==> config.mk <==
export PLATFORM = sky130hd
export DESIGN_NAME = instr_fetch
export DESIGN_NICKNAME = d
export VERILOG_FILES = /design/src/rtl/instr_fetch.sv
export SDC_FILE = /design/constraint.sdc
export NUM_CORES = 1
export LEC_CHECK = 0
export CORE_UTILIZATION = 40
export CTS_BUF_LIST = sky130_fd_sc_hd__clkbuf_4 sky130_fd_sc_hd__clkbuf_8 sky130_fd_sc_hd__clkbuf_16
export CTS_CLUSTER_DIAMETER = 120
export CTS_CLUSTER_SIZE = 20
export DETAILED_ROUTE_END_ITERATION = 10
export GPL_TIMING_DRIVEN = 0
export PLACE_DENSITY_LB_ADDON = 0.3
export SLEW_MARGIN = 20
export SYNTH_ARGS = -nofsm -noshare
export SYNTH_HDL_FRONTEND = slang
export SYNTH_SLANG_ARGS = --single-unit
==> constraint.sdc <==
create_clock -name clk_i -period 5.11 [get_ports clk_i]
set_input_delay 0.511 -clock clk_i [delete_from_list [all_inputs] [get_ports clk_i]]
set_output_delay 0.511 -clock clk_i [all_outputs]
set_load 0.005 [all_outputs]
==> src/rtl/instr_fetch.sv <==
// ----------------------------------------------------------------------------
// instr_fetch
//
// Instruction fetch stage. It holds the fetch PC and issues one request at a
// time to a variable-latency instruction memory. Each returned word is
// registered together with its PC and offered to decode through a
// valid/ready handshake. Taken-branch/jump redirects from execute re-steer
// the fetch PC.
//
// Build option: define FETCH_MISALIGN_TRAP_EN to enable the misaligned
// redirect trap. When it is enabled, a redirect whose target has a nonzero
// T[1:0] parks the stage in TRAP until reset. When it is not defined, the
// redirect target is forced to word alignment and misalign_o is tied to 0.
//
// Parameters
//   RESET_PC            fetch address after reset (word aligned)
// Ports
//   clk_i               clock, rising edge
//   rst_n_i             synchronous active-low reset
//   imem_req_o          instruction memory request
//   imem_addr_o         request address; held while imem_req_o until ack
//   imem_ack_i          memory data valid this cycle
//   imem_rdata_i        instruction word returned by memory
//   inst_o              registered instruction to decode
//   pc_o                address of inst_o
//   inst_valid_o        inst_o/pc_o valid
//   inst_ready_i        decode accepts inst_o this cycle
//   redirect_i          taken branch/jump pulse
//   redirect_target_i   new fetch address
//   misalign_o          misaligned redirect trap flag
//
// state | meaning
// ------+-------------------------------------------------------------
// IDLE  | one cycle after reset, no request
// REQ   | request outstanding at fetch_pc
// HOLD  | word registered, waiting for decode to accept it
// FLUSH | abandoned request still outstanding, its data is dropped
// TRAP  | misaligned redirect seen, stage frozen until reset
// ----------------------------------------------------------------------------
module instr_fetch #(
    parameter logic [31:0] RESET_PC = 32'h0000_0000
) (
    input  logic        clk_i,
    input  logic        rst_n_i,
    output logic        imem_req_o,
    output logic [31:0] imem_addr_o,
    input  logic        imem_ack_i,
    input  logic [31:0] imem_rdata_i,
    output logic [31:0] inst_o,
    output logic [31:0] pc_o,
    output logic        inst_valid_o,
    input  logic        inst_ready_i,
    input  logic        redirect_i,
    input  logic [31:0] redirect_target_i,
    output logic        misalign_o
);

    localparam logic [31:0] NOP = 32'h0000_0013;

`ifdef FETCH_MISALIGN_TRAP_EN
    typedef enum logic [2:0] {
        S_IDLE, S_REQ, S_HOLD, S_FLUSH, S_TRAP
    } state_t;
`else
    typedef enum logic [2:0] {
        S_IDLE, S_REQ, S_HOLD, S_FLUSH
    } state_t;
`endif

    state_t      state_q, state_d;
    logic [31:0] fetch_pc_q, fetch_pc_d;
    logic [31:0] flush_addr_q, flush_addr_d;
    logic [31:0] inst_q, inst_d;
    logic [31:0] pc_q, pc_d;
    logic        valid_q, valid_d;
    logic [31:0] target;
    logic        redir_en;
`ifdef FETCH_MISALIGN_TRAP_EN
    logic        misalign_q, misalign_d;
`endif

    always_ff @(posedge clk_i) begin
        if (!rst_n_i) begin
            state_q      <= S_IDLE;
            fetch_pc_q   <= RESET_PC;
            flush_addr_q <= RESET_PC;
            inst_q       <= NOP;
            pc_q         <= RESET_PC;
            valid_q      <= 1'b0;
`ifdef FETCH_MISALIGN_TRAP_EN
            misalign_q   <= 1'b0;
`endif
        end else begin
            state_q      <= state_d;
            fetch_pc_q   <= fetch_pc_d;
            flush_addr_q <= flush_addr_d;
            inst_q       <= inst_d;
            pc_q         <= pc_d;
            valid_q      <= valid_d;
`ifdef FETCH_MISALIGN_TRAP_EN
            misalign_q   <= misalign_d;
`endif
        end
    end

    always_comb begin
        state_d      = state_q;
        fetch_pc_d   = fetch_pc_q;
        flush_addr_d = flush_addr_q;
        inst_d       = inst_q;
        pc_d         = pc_q;
        valid_d      = valid_q;
`ifdef FETCH_MISALIGN_TRAP_EN
        misalign_d   = misalign_q;
        target       = redirect_target_i;
        redir_en     = redirect_i && (state_q != S_TRAP);
`else
        target       = redirect_target_i & 32'hFFFF_FFFC;
        redir_en     = redirect_i;
`endif

        case (state_q)
            S_IDLE: state_d = S_REQ;
            S_REQ: begin
                if (imem_ack_i) begin
                    inst_d     = imem_rdata_i;
                    pc_d       = fetch_pc_q;
                    valid_d    = 1'b1;
                    fetch_pc_d = fetch_pc_q + 32'd4;
                    state_d    = S_HOLD;
                end
            end
            S_HOLD: begin
                if (inst_ready_i) begin
                    valid_d = 1'b0;
                    state_d = S_REQ;
                end
            end
            S_FLUSH: begin
                if (imem_ack_i) state_d = S_REQ;
            end
            default: state_d = state_q;
        endcase

        // Redirect overrides the normal flow. A word returning in the same
        // cycle is discarded by restoring inst/pc and clearing valid.
        if (redir_en) begin
            inst_d     = inst_q;
            pc_d       = pc_q;
            valid_d    = 1'b0;
            fetch_pc_d = target;
`ifdef FETCH_MISALIGN_TRAP_EN
            if (target[1:0] != 2'b00) begin
                pc_d       = target;
                misalign_d = 1'b1;
                state_d    = S_TRAP;
            end else
`endif
            if (state_q == S_REQ && !imem_ack_i) begin
                flush_addr_d = fetch_pc_q;
                state_d      = S_FLUSH;
            end else if (state_q != S_FLUSH) begin
                state_d = S_REQ;
            end
            // In FLUSH the abandoned request keeps its address, so only
            // fetch_pc moves; the FLUSH ack decision above still applies.
        end
    end

    assign imem_req_o   = (state_q == S_REQ) || (state_q == S_FLUSH);
    assign imem_addr_o  = (state_q == S_FLUSH) ? flush_addr_q : fetch_pc_q;
    assign inst_o       = inst_q;
    assign pc_o         = pc_q;
    assign inst_valid_o = valid_q;
`ifdef FETCH_MISALIGN_TRAP_EN
    assign misalign_o   = misalign_q;
`else
    assign misalign_o   = 1'b0;
`endif

endmodule

After elaboration in Yosys (flattened, before gate mapping):

Index checks and enable logic that the tools add are counted.
W data, S select, Z words.

* flip-flop bits (word level): 132
* input bits: 69
* output and inout port bits: 99
* word-level logic and storage cells: 43

* add/subtract/negate cells: 1
* eq/ne operators: 6
* mux-type cells: 14
* bitwise operators: 2
* reduce and logical (&&, ||, !) cells: 13

Operator list (number)
* $mux W32: 4
* $add A32 B3 Y32 const B: 1
* $mux W3: 6
* $pmux W3 S4: 1
* $eq A3 B2 Y1 const B: 2
* $reduce_and A2 Y1: 3
* $reduce_and A3 Y1: 2
* $reduce_bool A2 Y1: 3
* $ne A2 B2 Y1 const B: 2
* $eq A3 B1 Y1 const B: 1
* $logic_not A3 Y1: 1
* $ne A3 B2 Y1 const B: 1
* $mux W1: 2
* $not A1 Y1: 2
* $pmux W1 S2: 1
* $reduce_or A2 Y1: 1
* $logic_and A1 B1 Y1: 1
* $logic_not A1 Y1: 1
* $logic_or A1 B1 Y1: 1

Logic depth before layout (Yosys ltp):

* depth in word-level cells: 5
* mapped depth: 7
* depth with buffers taken out: 5

Worst setup path before layout:

No wires, ideal clock.

* kind: input to register
* from: input port imem_ack_i
* to: register fetch_pc_q[19]
* library setup time: 0.091 ns
* arrival: 2.057 ns
* required time: 5.019 ns
* slack: 2.962 ns
* stages: 6
* path buffers: 2
* cells stage by stage: clkbuf_1 > and4bb_2 > clkbuf_1 > nand2_1 > or4_1 > a311oi_1

* cells in the longest elaborated chain, start to end: 2

RTL lines
* start, declared: line 47 `input logic imem_ack_i,`
* $reduce_bool A2 Y1 (no line)
* $reduce_and A2 Y1 (no line)
* end signal, assigned: line 95 `fetch_pc_q <= fetch_pc_d;`
* end, declared: line 71 `logic [31:0] fetch_pc_q, fetch_pc_d;`

Every way passes these cells.
A chain may end at the register's enable or synchronous reset.

Worst setup path after layout:

* from: register state_q[2]
* to: output port imem_addr_o[30]

* cells in the longest elaborated chain, start to end: 2

RTL lines
* start, declared: line 70 `state_t state_q, state_d;`
* start signal, assigned: line 94 `state_q <= state_d;`
* $eq A3 B2 Y1: line 171 `assign imem_addr_o = (state_q == S_FLUSH) ? flush_addr_q : fetch_pc_q;`
* $mux W32: line 171
* end, declared: line 46 `output logic [31:0] imem_addr_o,`

Every way passes these cells.

==> impl_metrics.py <==
metrics = {
    "outcome": {
        "run_status": "finished clean",
    },
    "hold_path": {
        "min_from": "flush_addr_q[26]",
        "hp-class": "register to register",
        "whs_path_depth": 2,
        "holdPathEnd": "flush_addr_q[26]",
    },
    "drt": {
        "via_per_inst": 5.28,
        "vias": 5702,
        "ant_nets": 0,
        "wl_per_cell_um": 15.9,
        "drtIter0Drc": 469,
        "drc_errors": 0,
        "routed_wl_um": 17100,
        "first_pass_iters": 5,
    },
    "cells_and_area": {
        "diodes": 0,
        "nets": 961,
        "drive_above_1_share_pct": 8.63,
        "area_growth_syn_to_layout_pct": 43.6,
        "final_cells": 1080,
    },
    "worst_setup_path": {
        "required_ns": 4.60,
        "path_cells": "clkbuf_1, nor2b_1, nand2_1, clkbuf_1, mux2_2, clkdlybuf4s50_1",
        "cp-start-kind": "register",
        "slowest_stage": "clkbuf_1",
        "worst-path-max-fanout": 10,
        "r2r_slack_ns": 2.68,
        "path_buf_inv": 3,
        "critical-path-top-delay-family": "buffers and inverters",
        "startpoint": "state_q[2]",
        "r2r_start": "state_q[2]",
        "r2r_end": "fetch_pc_q[19]",
        "arrival_ns": 2.74,
        "ff2ff_path_depth": 6,
        "cp_common_cell": "clkbuf_1",
        "cp-end-kind": "output port",
        "criticalPathCategory": "register to output port",
        "worst_path_largest_cell_delay_ns": 0.48,
    },
    "clock_tree": {
        "cts_htree_levels": 4,
        "cts_hold_buf": 0,
        "cts-resized-gates": 0,
        "path_clk_slew_ns": 0.05,
        "insertion_delay_ns": 0.42,
        "numClockSinks": 126,
        "cts_post_setup_buffers_inserted": 0,
        "cts_buffers": 17,
        "tritoncts": "yes",
        "cts_buffer_depth": 2,
        "root_buffer": "clkbuf_16",
    },
    "timing": {
        "whs_ns": 0.449,
        "drv_slew": 0,
        "relSlewSlack_pct": 59.9,
        "hold_viol_final": 0,
        "fin_crit_sh_pct": 63.5,
        "rsz0062_at_grt": "false",
        "finalSetupTns_ns": 0,
        "fin_crit_ns": 3.25,
        "worstMarginPinSlew_ns": 0.601,
        "fin_skew_ns": 0.00462,
        "setup_viol": 0,
        "max_freq_mhz": 308,
    },
    "floorplanning": {
        "dieArea_um2": 14500,
        "start_util_pct": 41.7,
        "die_h_um": 120,
        "rows": 42,
        "fp.coreArea_um2": 13500,
        "ios": 168,
        "die_w_um": 120,
    },
    "synth": {
        "yosysMostFrequentCell": "nand2_1",
        "syn_inst": 711,
        "syn_area_um2": 5600,
        "syn_avg_cell_area_um2": 7.88,
        "synth.top_cell.area_share_pct": 45.0,
        "async_flop_share_pct": 0,
        "yosysWarnings": 0,
        "synth_seq_area_share_pct": 45.0,
        "synth_top_area_cell": "dfxtp_1",
        "synth_area_leaders": "dfxtp_1 45%, nand2_1 13%, a21oi_1 8.6%, mux2_2 6.0%, clkbuf_1 3.5%",
        "synth-main-ff-cell": "dfxtp_1",
        "synth_edf_count": 0,
        "synth.distinct_cells": 51,
        "netlist_top_cells_count": "199 x nand2_1, 126 x dfxtp_1, 96 x a21oi_1, 53 x clkbuf_1, 30 x mux2_2",
        "ys_seq_elements": 126,
    },
    "global_route": {
        "grt_pass1_wl_um": 26800,
        "grt_pass1_vias": 5145,
        "antenna_found_initial": 0,
        "grt_start_max_net_pins": 17,
        "grt_usage_pct": 23.8,
        "grt-ovfl-total": 0,
    },
    "pwr": {
        "leakage_nw": 2.77,
        "peakVddDrop_mv": 0.198,
        "p_per_area_nw_per_um2": 327,
    },
    "placement": {
        "placedCellCount": 1048,
        "hpwl_um": 12000,
        "place_congestion": 0.822,
        "portBuffers": 157,
    },
    "flow_run": {
        "drv_cap": 0,
    },
}
[metal layers]
metal	track usage, %	routed length, um	up-vias
met5	0	0	-
met4	7.79	270	0
met3	6.32	1350	21
met2	36.5	7820	233
met1	32.5	7700	2630
li1	-	-	2818
[how the worst max path moves through the flow]
stage          depth (start not counted)         endpoint  slack, ns
6_report                               6  imem_addr_o[30]       1.86
2_1_floorplan                          6   fetch_pc_q[19]       2.96
3_5_place_dp                           6  imem_addr_o[30]       2.31
5_1_grt                                6  imem_addr_o[30]       1.71
4_1_cts                                6  imem_addr_o[30]       1.84
3_3_place_gp                           6  imem_addr_o[30]       2.35
[through the flow]
step	worst slack, ns	area, um^2	util (%)	total power [mW]
floorplan	2.96	5620	-	1.20
global placement	2.35	7410	55.1	1.35
detailed placement	2.31	7410	55.1	1.36
CTS	1.84	8050	59.8	2.64
global route	1.71	8050	59.8	2.72
finish	1.86	8050	59.8	2.63
[area by class of cell]
cell class	count	area [um^2]
fill	1271	5400
multi-input combinational	511	2770
sequential	126	2520
timing repair buffer	157	1570
clock buffer	27	538
buffer	68	289
tap	176	220
clock inverter	5	100
inverter	10	37.5
[cells by family (layout without fill, tap and decap cells)]
logic type,Yosys count,in the layout,share of synthesized area [%]
AOI/OAI and AO/OA,157,157,16.3
xor gates and xnor gates,7,7,1.09
adders and majority gates,1,1,0.223
buffers and inverters,78,267,5.83
DFF,126,126,45.0
muxes,31,31,6.21
other,1,5,0.0669
and+or+nand+nor,310,310,25.3
[report_power, final]
part,total (mW),switching (mW),internal [mW]
sequential,1.05,0.0336,1.02
combinational,0.287,0.136,0.151
clock,1.29,0.427,0.865
[worst min-delay path: stages, from the launching register on]
cell	delay, ns
dfxtp_1	0.30
nand2_1	0.05
a21oi_1	0.05
[layout by cell type, fill, tap and decap left out, types with 8 or more instances in the layout]
master	Yosys	final
nand2_1	199	199
clkdlybuf4s50_1	0	157
dfxtp_1	126	126
a21oi_1	96	96
clkbuf_1	53	53
mux2_2	30	30
nand3_1	26	26
nor2_1	17	17
o21ai_0	17	17
clkbuf_16	0	17
nand4_1	11	11
or4_1	11	11
inv_1	10	10
a31oi_1	9	9
o31ai_1	8	8
a311oi_1	8	8
[sequential cells by signal (all words and copies together), names as in the netlist]
name          cells
inst_o           32
inst_valid_o      1
fetch_pc_q       30
flush_addr_q     30
pc_o             30
state_q           3
Note: power is estimated with default switching activity, not from simulation.
